### config.mk
export PLATFORM = sky130hd
export DESIGN_NAME = string_bit_serializer_flat
export DESIGN_NICKNAME = d
export VERILOG_FILES = /design/src/rtl/string_bit_serializer_if.sv /design/src/rtl/string_bit_serializer.sv /design/src/flat_wrapper.sv
export SDC_FILE = /design/constraint.sdc
export NUM_CORES = 2
export LEC_CHECK = 0
export ABC_CLOCK_PERIOD_IN_PS = 21800
export CORE_MARGIN = 2
export CORE_UTILIZATION = 51
export DETAILED_ROUTE_END_ITERATION = 16
export PLACE_DENSITY = 0.81
export SYNTH_ARGS = -nofsm -noshare
export SYNTH_HDL_FRONTEND = slang
export SYNTH_SLANG_ARGS = --single-unit
### constraint.sdc
create_clock -name clk -period 21.8 [get_ports clk]
set_clock_uncertainty 0.1 [all_clocks]
set_input_delay 4.36 -clock clk [delete_from_list [all_inputs] [get_ports clk]]
set_output_delay 4.36 -clock clk [all_outputs]
set_load 0.01 [all_outputs]
### src/rtl/string_bit_serializer_if.sv
// Load and serial-bit handshake bundle for string_bit_serializer.
// master: message source plus downstream bit sink; slave: the serializer.
interface string_bit_serializer_if #(
    parameter int unsigned CHARS  = 64,
    parameter int unsigned CHAR_W = 8
);
    localparam int unsigned CNT_W = $clog2(CHARS + 1);

    logic                    load_valid;
    logic                    load_ready;
    logic [CHARS*CHAR_W-1:0] string_in;
    logic [CNT_W-1:0]        char_count;
    logic                    bit_out;
    logic                    bit_valid;
    logic                    bit_ready;
    logic [CNT_W-1:0]        char_index;
    logic                    busy;
    logic                    done;

    modport master (
        output load_valid, string_in, char_count, bit_ready,
        input  load_ready, bit_out, bit_valid, char_index, busy, done
    );

    modport slave (
        input  load_valid, string_in, char_count, bit_ready,
        output load_ready, bit_out, bit_valid, char_index, busy, done
    );
endinterface

### src/rtl/string_bit_serializer.sv
// Buffers a packed string and shifts each character's code out one bit per valid/ready transfer.
// Define STRING_SER_PARITY_EN to append an even-parity bit after every character.
module string_bit_serializer #(
    parameter int unsigned CHARS     = 64,
    parameter int unsigned CHAR_W    = 8,
    parameter bit          MSB_FIRST = 1'b1
) (
    input logic                    clk,
    input logic                    reset,
    string_bit_serializer_if.slave bus
);
    localparam int unsigned CNT_W = $clog2(CHARS + 1);
    localparam int unsigned BIT_W = $clog2(CHAR_W + 1);
    localparam int unsigned BUF_W = CHARS * CHAR_W;
`ifdef STRING_SER_PARITY_EN
    localparam int unsigned LAST_SLOT = CHAR_W;
`else
    localparam int unsigned LAST_SLOT = CHAR_W - 1;
`endif

    typedef enum logic [1:0] {StIdle, StSend, StFinish} state_e;

    state_e            state_q, state_d;
    logic [BUF_W-1:0]  buf_q;
    logic [CNT_W-1:0]  cnt_q, idx_q, load_cnt;
    logic [BIT_W-1:0]  slot_q;
    logic              load_fire, xfer, last_slot, last_char;
    logic [CHAR_W-1:0] cur_char, msb_shift, lsb_shift;
    logic              data_bit;

    assign load_fire = (state_q == StIdle) && bus.load_valid;
    assign xfer      = (state_q == StSend) && bus.bit_ready;
    assign last_slot = (slot_q == BIT_W'(LAST_SLOT));
    assign last_char = (idx_q == cnt_q);
    assign load_cnt  = (bus.char_count > CNT_W'(CHARS)) ? CNT_W'(CHARS) : bus.char_count;

    // The character being sent always sits at the top of the buffer.
    assign cur_char  = buf_q[BUF_W-1 -: CHAR_W];
    assign msb_shift = cur_char << slot_q;
    assign lsb_shift = cur_char >> slot_q;

    always_comb begin
        data_bit = MSB_FIRST ? msb_shift[CHAR_W-1] : lsb_shift[0];
`ifdef STRING_SER_PARITY_EN
        if (last_slot) data_bit = ^cur_char;
`endif
    end

    always_ff @(posedge clk or posedge reset) begin
        if (reset) state_q <= StIdle;
        else       state_q <= state_d;
    end

    always_comb begin
        state_d = state_q;
        unique case (state_q)
            StIdle:   if (load_fire) state_d = (load_cnt == '0) ? StFinish : StSend;
            StSend:   if (xfer && last_slot && last_char) state_d = StFinish;
            StFinish: state_d = StIdle;
            default:  state_d = StIdle;
        endcase
    end

    always_comb begin
        bus.load_ready = 1'b0;
        bus.bit_valid  = 1'b0;
        bus.busy       = 1'b0;
        bus.done       = 1'b0;
        bus.bit_out    = 1'b0;
        unique case (state_q)
            StIdle:   bus.load_ready = 1'b1;
            StSend: begin
                bus.bit_valid = 1'b1;
                bus.busy      = 1'b1;
                bus.bit_out   = data_bit;
            end
            StFinish: bus.done = 1'b1;
            default:  ;
        endcase
    end

    assign bus.char_index = idx_q;

    always_ff @(posedge clk or posedge reset) begin
        if (reset) begin
            buf_q  <= '0;
            cnt_q  <= '0;
            idx_q  <= '0;
            slot_q <= '0;
        end else if (load_fire) begin
            buf_q  <= bus.string_in;
            cnt_q  <= load_cnt;
            idx_q  <= (load_cnt == '0) ? CNT_W'(0) : CNT_W'(1);
            slot_q <= '0;
        end else if (xfer) begin
            if (last_slot) begin
                slot_q <= '0;
                buf_q  <= buf_q << CHAR_W;
                // Index drops to 0 after the final character instead of running past the count.
                idx_q  <= last_char ? CNT_W'(0) : idx_q + CNT_W'(1);
            end else begin
                slot_q <= slot_q + BIT_W'(1);
            end
        end
    end
endmodule

### src/flat_wrapper.sv
// flat-port wrapper written by rule: the top's interface ports become plain ports
module string_bit_serializer_flat 
#(
    parameter int unsigned CHARS     = 64,
    parameter int unsigned CHAR_W    = 8,
    parameter bit          MSB_FIRST = 1'b1
)
  (clk, reset, bus_load_valid, bus_string_in, bus_char_count, bus_bit_ready, bus_load_ready, bus_bit_out, bus_bit_valid, bus_char_index, bus_busy, bus_done);
  string_bit_serializer_if #(.CHARS(CHARS), .CHAR_W(CHAR_W)) bus_i ();
  input logic clk;
  input logic reset;
  input wire logic [$bits(bus_i.load_valid)-1:0] bus_load_valid;
  input wire logic [$bits(bus_i.string_in)-1:0] bus_string_in;
  input wire logic [$bits(bus_i.char_count)-1:0] bus_char_count;
  input wire logic [$bits(bus_i.bit_ready)-1:0] bus_bit_ready;
  output wire logic [$bits(bus_i.load_ready)-1:0] bus_load_ready;
  output wire logic [$bits(bus_i.bit_out)-1:0] bus_bit_out;
  output wire logic [$bits(bus_i.bit_valid)-1:0] bus_bit_valid;
  output wire logic [$bits(bus_i.char_index)-1:0] bus_char_index;
  output wire logic [$bits(bus_i.busy)-1:0] bus_busy;
  output wire logic [$bits(bus_i.done)-1:0] bus_done;
  assign bus_i.load_valid = bus_load_valid;
  assign bus_i.string_in = bus_string_in;
  assign bus_i.char_count = bus_char_count;
  assign bus_i.bit_ready = bus_bit_ready;
  assign bus_load_ready = bus_i.load_ready;
  assign bus_bit_out = bus_i.bit_out;
  assign bus_bit_valid = bus_i.bit_valid;
  assign bus_char_index = bus_i.char_index;
  assign bus_busy = bus_i.busy;
  assign bus_done = bus_i.done;
  string_bit_serializer #(.CHARS(CHARS), .CHAR_W(CHAR_W), .MSB_FIRST(MSB_FIRST)) u_core (.clk(clk), .reset(reset), .bus(bus_i));
endmodule
**Word level (Yosys, flattened, before mapping)**

Cells that the tools add are included.

- Register bits: 532
- Latch bits: 0
- Bits in writable memories: 0
- Bits in read-only memories: 0
- Bits of input ports: 523
- Output and inout bits: 12
- Logic and storage cells: 45
- Memories: 0

- $add $sub $neg: 2
- Multiply operators: 0
- Divide/modulo/power cells: 0
- $lt $le $gt $ge: 1
- Eq/ne operators: 6
- Shift-type cells: 1
- Multiplexer cells: 20
- Bitwise gates (word level): 0
- Reduce and logical (&&, ||, !) cells: 10

Operator list:

| kind | count |
|---|---|
| 512-bit two-way mux | 3 |
| 7-bit two-way mux | 5 |
| 4-bit two-way mux | 3 |
| 8-bit by 4-bit << shifter with 8-bit output | 1 |
| 7-bit by 1-bit adder with 7-bit output (second input constant) | 1 |
| 7-bit equality test | 1 |
| 7-bit > comparator (second input constant) | 1 |
| 7-bit zero test | 1 |
| 2-bit two-way mux | 3 |
| 1-bit two-way mux | 5 |
| 4-bit by 1-bit adder with 4-bit output (second input constant) | 1 |
| 4-bit by 3-bit equality test with 1-bit output (second input constant) | 1 |
| 1-bit logical AND | 4 |
| 2-bit one-hot mux with 2 select lines | 1 |
| 2-bit AND reduction | 2 |
| 2-bit nonzero test | 2 |
| 2-bit by 1-bit equality test with 1-bit output (second input constant) | 1 |
| 2-bit equality test (second input constant) | 1 |
| 2-bit zero test | 1 |
| 2-bit by 1-bit != test with 1-bit output (second input constant) | 1 |
| 2-bit != test (second input constant) | 1 |

**Depth between registers and ports, before layout**

- Word-level depth: 6
- Depth in mapped cells: 9
- Mapped depth without buffers: 5

**Worst setup path after synthesis**

OpenSTA, ideal clock, no wires.

- Path kind: input -> register
- Start: input port bus_bit_ready
- End: register u_core.state_q[0]
- Library setup time: 0.118 ns
- Arrival: 5.592 ns
- Data required time: 21.582 ns
- Path slack: 15.990 ns
- Stages on the path: 6
- Buffers on the path: 2
- Cells stage by stage: nand3b_4 or3_1 clkbuf_1 buf_6 or3_1 a21o_1

- Word-level cells in the longest chain between the ends: 5

Ends and longest elaborated chain:

| what | line | RTL |
|---|---|---|
| start: declaration | flat_wrapper.sv:15 | `input wire logic [$bits(bus_i.bit_ready)-1:0] bus_bit_ready;` |
| 1-bit logical AND | string_bit_serializer.sv:32 | `assign xfer = (state_q == StSend) && bus.bit_ready;` |
| 1-bit logical AND (2 in a row) | string_bit_serializer.sv:58 | `StSend: if (xfer && last_slot && last_char) state_d = StFinish;` |
| 2-bit != test (no line) | - |  |
| 2-bit AND reduction (no line) | - |  |
| end signal: assignment | string_bit_serializer.sv:50 | `if (reset) state_q <= StIdle;` |
| end signal: assignment | string_bit_serializer.sv:51 | `else state_q <= state_d;` |
| end: declaration | string_bit_serializer.sv:23 | `state_e state_q, state_d;` |

Every way passes these cells.
A chain may end at the register's enable or synchronous reset.

**Worst setup path in the final report**

- Start: input port bus_load_valid
- End: register u_core.buf_q[289]

- Word-level cells in the longest chain between the ends: 3
- Elaborated cells between the ends (all ways): 5
- Those cells by class: mux: 1; reduce/logical: 4

Ends and longest elaborated chain:

| what | line | RTL |
|---|---|---|
| start: declaration | flat_wrapper.sv:12 | `input wire logic [$bits(bus_i.load_valid)-1:0] bus_load_valid;` |
| 1-bit logical AND (*) | string_bit_serializer.sv:31 | `assign load_fire = (state_q == StIdle) && bus.load_valid;` |
| 2-bit nonzero test (no line) | - |  |
| 2-bit AND reduction (no line) | - |  |
| end signal: assignment | string_bit_serializer.sv:91 | `buf_q <= bus.string_in;` |
| end signal: assignment | string_bit_serializer.sv:98 | `buf_q <= buf_q << CHAR_W;` |
| end: declaration | string_bit_serializer.sv:24 | `logic [BUF_W-1:0] buf_q;` |

Every way passes the cells marked *; elsewhere a longest branch is shown, timed or not.

==> flow_metrics.py <==
metrics = {
    "floorplanning": {
        "die_w_um": 220.2,
        "die_area_um2": 48500,
        "core_um2": 46360,
        "io_pins": 535,
        "initial_core_util_pct": 51.44,
        "die_height_um": 220.2,
        "num_rows": 79,
    },
    "detailed_routing": {
        "vias": 22170,
        "drtPass1Iterations": 6,
        "remaining_drc_errors": 0,
        "wire_per_inst_um": 18.33,
        "vias_per_cell": 5.624,
        "ant_nets": 0,
        "totalWireLength_um": 72260,
        "drtIter0Drc": 2481,
    },
    "synthesis": {
        "synth_cells": 2901,
        "synth_top_family_by_area": "simple AND/OR/NAND/NOR gates",
        "synth_mux_area_share_pct": 0.2309,
        "ys_warn_count": 0,
        "synthSimpleGateAreaFrac_pct": 25.23,
        "ys_seq_area_share_pct": 55.83,
        "syn_avg_cell_area_um2": 8.220,
        "synth.distinct_cells": 37,
        "synth-xor-area-share_pct": 0.3306,
        "synth_fa_ha_area_share_pct": 0.1049,
        "syn-cell-area_um2": 23850,
        "synth-seq-cells": 532,
        "syn-num-nets": 3426,
        "synth-compound-area-share_pct": 14.15,
    },
    "layout": {
        "area_growth_pct": 29.82,
        "final_cell_mix": "nand2_1 (1040), clkdlybuf4s50_1 (534), dfrtp_1 (532)",
        "nets": 3801,
        "drive_gt1_share_pct": 3.169,
        "final_common_cell": "nand2_1",
    },
    "critical_path": {
        "cp_max_fo": 117,
        "regToRegStartpoint": "u_core.state_q[0]",
        "start_kind": "input port",
        "end_kind": "flop",
        "cp.required_ps": 22200,
        "cp_data_arrival_time_ps": 8650,
        "rr_worst_depth": 6,
        "critPathKind": "input port to flop",
        "r2r_end": "u_core.buf_q[289]",
        "r2r_slack_ps": 17260,
    },
    "power_and_ir_drop": {
        "vdd_drop_max_v": 0.00007375,
        "finalPower_mw": 3.635,
        "leakage_nw": 13.57,
        "power_density_nw_per_um2": 117.4,
    },
    "global_routing": {
        "grt_first_pass_wirelength_um": 110600,
        "use_met2_pct": 46.23,
        "grt-busiest-layer": "met2",
        "grt_max_degree": 273,
        "antenna_found_initial": 22,
        "gr-usage-met1_pct": 36.71,
        "grt_use_total_pct": 28.80,
        "grt_pass1_vias": 21050,
        "grt_overflow": 0,
        "grt_util_met3_pct": 7.313,
    },
    "timing": {
        "worstMarginPinSlew_ps": 1257,
        "hold_viol_final": 0,
        "fmax_mhz": 121.2,
        "layout_min_cycle_time_ps": 8252,
        "slew_headroom_pct": 16.23,
        "slew_violations": 0,
        "setup_viol": 0,
        "rsz0062_at_grt": "false",
        "setup_tns_ps": 0,
        "period_share_pct": 37.85,
    },
    "cts": {
        "cts_htree_levels": 2,
        "holdBufCountCts": 0,
        "root_buffer": "clkbuf_16",
        "cts_resized": 0,
        "insertion_delay_ps": 600,
        "cts_tree": "done",
        "numClockSinks": 532,
        "cts_buffer_depth": 3,
        "path_clk_slew_ps": 70,
        "cts_made_buffers": 55,
        "cts_setup_buffers": 0,
    },
    "min_path": {
        "whs_endpoint": "u_core.cnt_q[5]",
        "hold_class": "flop to flop",
        "min_path_cells": 2,
        "hold_start": "u_core.cnt_q[5]",
    },
    "place": {
        "portBuffers": 534,
        "gp_congestion": 0.8751,
        "place.detailed.hpwl_um": 47250,
    },
    "job": {
        "max_cap_violations": 0,
    },
    "status": {
        "outcome": "completed",
    },
}
-- report_power, final --
part | total [mW] | internal (mW) | leakage (nW) | switching, mW
registers | 1.74 | 1.46 | 5.87 | 0.278
logic | 0.983 | 0.454 | 6.85 | 0.530
clock network | 0.910 | 0.515 | 0.843 | 0.395
-- through the flow --
step | worst slack (ps) | cells | hold WS [ps] | area, µm² | utilization, %
floorplan | 2473 | 2901 | 366.8 | 23850 | -
global placement | 13120 | 3826 | 388.8 | 29190 | 62.97
detailed placement | 12980 | 3826 | 393.5 | 29190 | 62.97
CTS | 13620 | 3920 | 407.6 | 30900 | 66.66
global route | 13110 | 3932 | 438.4 | 30930 | 66.72
finish | 13550 | 3942 | 406.5 | 30960 | 66.78
-- sequential cells by signal, summed over array words and instances, names as in the netlist --
signal / cells
u_core.buf_q: 512
u_core.bus.char_index: 7
u_core.state_q: 2
u_core.slot_q: 4
u_core.cnt_q: 7
-- area by class of cell --
type / count / area (µm²)
fill: 3673 / 15400
sequential: 532 / 13310
multi-input combinational: 2134 / 9560
timing repair buffer: 550 / 5540
clock buffer: 83 / 1642
tap: 607 / 759.5
clock inverter: 11 / 67.56
antenna: 22 / 55.05
inverter: 3 / 18.77
-- synthesized netlist by cell type --
| library cell | number | area [µm²] |
|---|---|---|
| xnor2_1 | 7 | 61.31 |
| o41ai_1 | 1 | 8.760 |
| nor4_1 | 1 | 6.260 |
| mux4_2 | 2 | 45.04 |
| nand2_1 | 1040 | 3904 |
| a31oi_1 | 504 | 3153 |
| dfrtp_1 | 532 | 13310 |
| or3b_1 | 1 | 8.760 |
| o31a_1 | 1 | 8.760 |
| a211oi_1 | 3 | 22.52 |
| buf_6 | 1 | 11.26 |
| buf_1 | 2 | 7.510 |
| nor3b_1 | 1 | 7.510 |
| and2_1 | 2 | 12.51 |
| o21ai_0 | 21 | 105.1 |
| nand4_1 | 1 | 6.260 |
| ha_1 | 2 | 25.02 |
| and3_1 | 1 | 6.260 |
| nand3_1 | 6 | 30.03 |
| nor2b_1 | 2 | 12.51 |
| inv_1 | 3 | 11.26 |
| buf_2 | 73 | 365.4 |
| nand2b_1 | 6 | 37.54 |
| mux2i_1 | 1 | 10.01 |
| a21oi_1 | 4 | 20.02 |
| a21o_1 | 1 | 7.510 |
| nand3b_4 | 1 | 20.02 |
| clkbuf_1 | 155 | 581.8 |
| nor2_1 | 506 | 1899 |
| or3_1 | 5 | 31.28 |
| buf_4 | 1 | 7.510 |
| xor2_1 | 2 | 17.52 |
| o31ai_1 | 1 | 7.510 |
| o2111ai_1 | 2 | 17.52 |
| and4_1 | 1 | 8.760 |
| o211ai_1 | 3 | 22.52 |
| nor3_1 | 5 | 25.02 |
-- per-layer routing --
layer	up-vias	wire, µm
li1	10430	-
met3	175	5793
met1	10710	29180
met4	14	2864
met2	845	34340
met5	-	82
-- how the worst max path moves through the flow --
stage	from	to	cells past startpoint
2_1_floorplan	reset	u_core.buf_q[0]	1
3_3_place_gp	bus_load_valid	u_core.buf_q[337]	6
3_5_place_dp	bus_load_valid	u_core.buf_q[281]	6
4_1_cts	bus_load_valid	u_core.buf_q[289]	7
5_1_grt	bus_load_valid	u_core.buf_q[289]	7
6_report	bus_load_valid	u_core.buf_q[289]	7
-- cell families after synthesis --
group           count (synthesis)
compound gates                541
xor+xnor                        9
fa+ha+maj                       2
buf+inv                       235
flops                         532
mux                             3
simple gates                 1579
-- critical path, stage by stage --
cell	delay, ps
clkdlybuf4s50_1	410
or3b_4	820
buf_4	790
buf_4	930
buf_4	940
nor2_1	110
a31oi_1	190
Note: power is estimated with default switching activity, not from simulation.
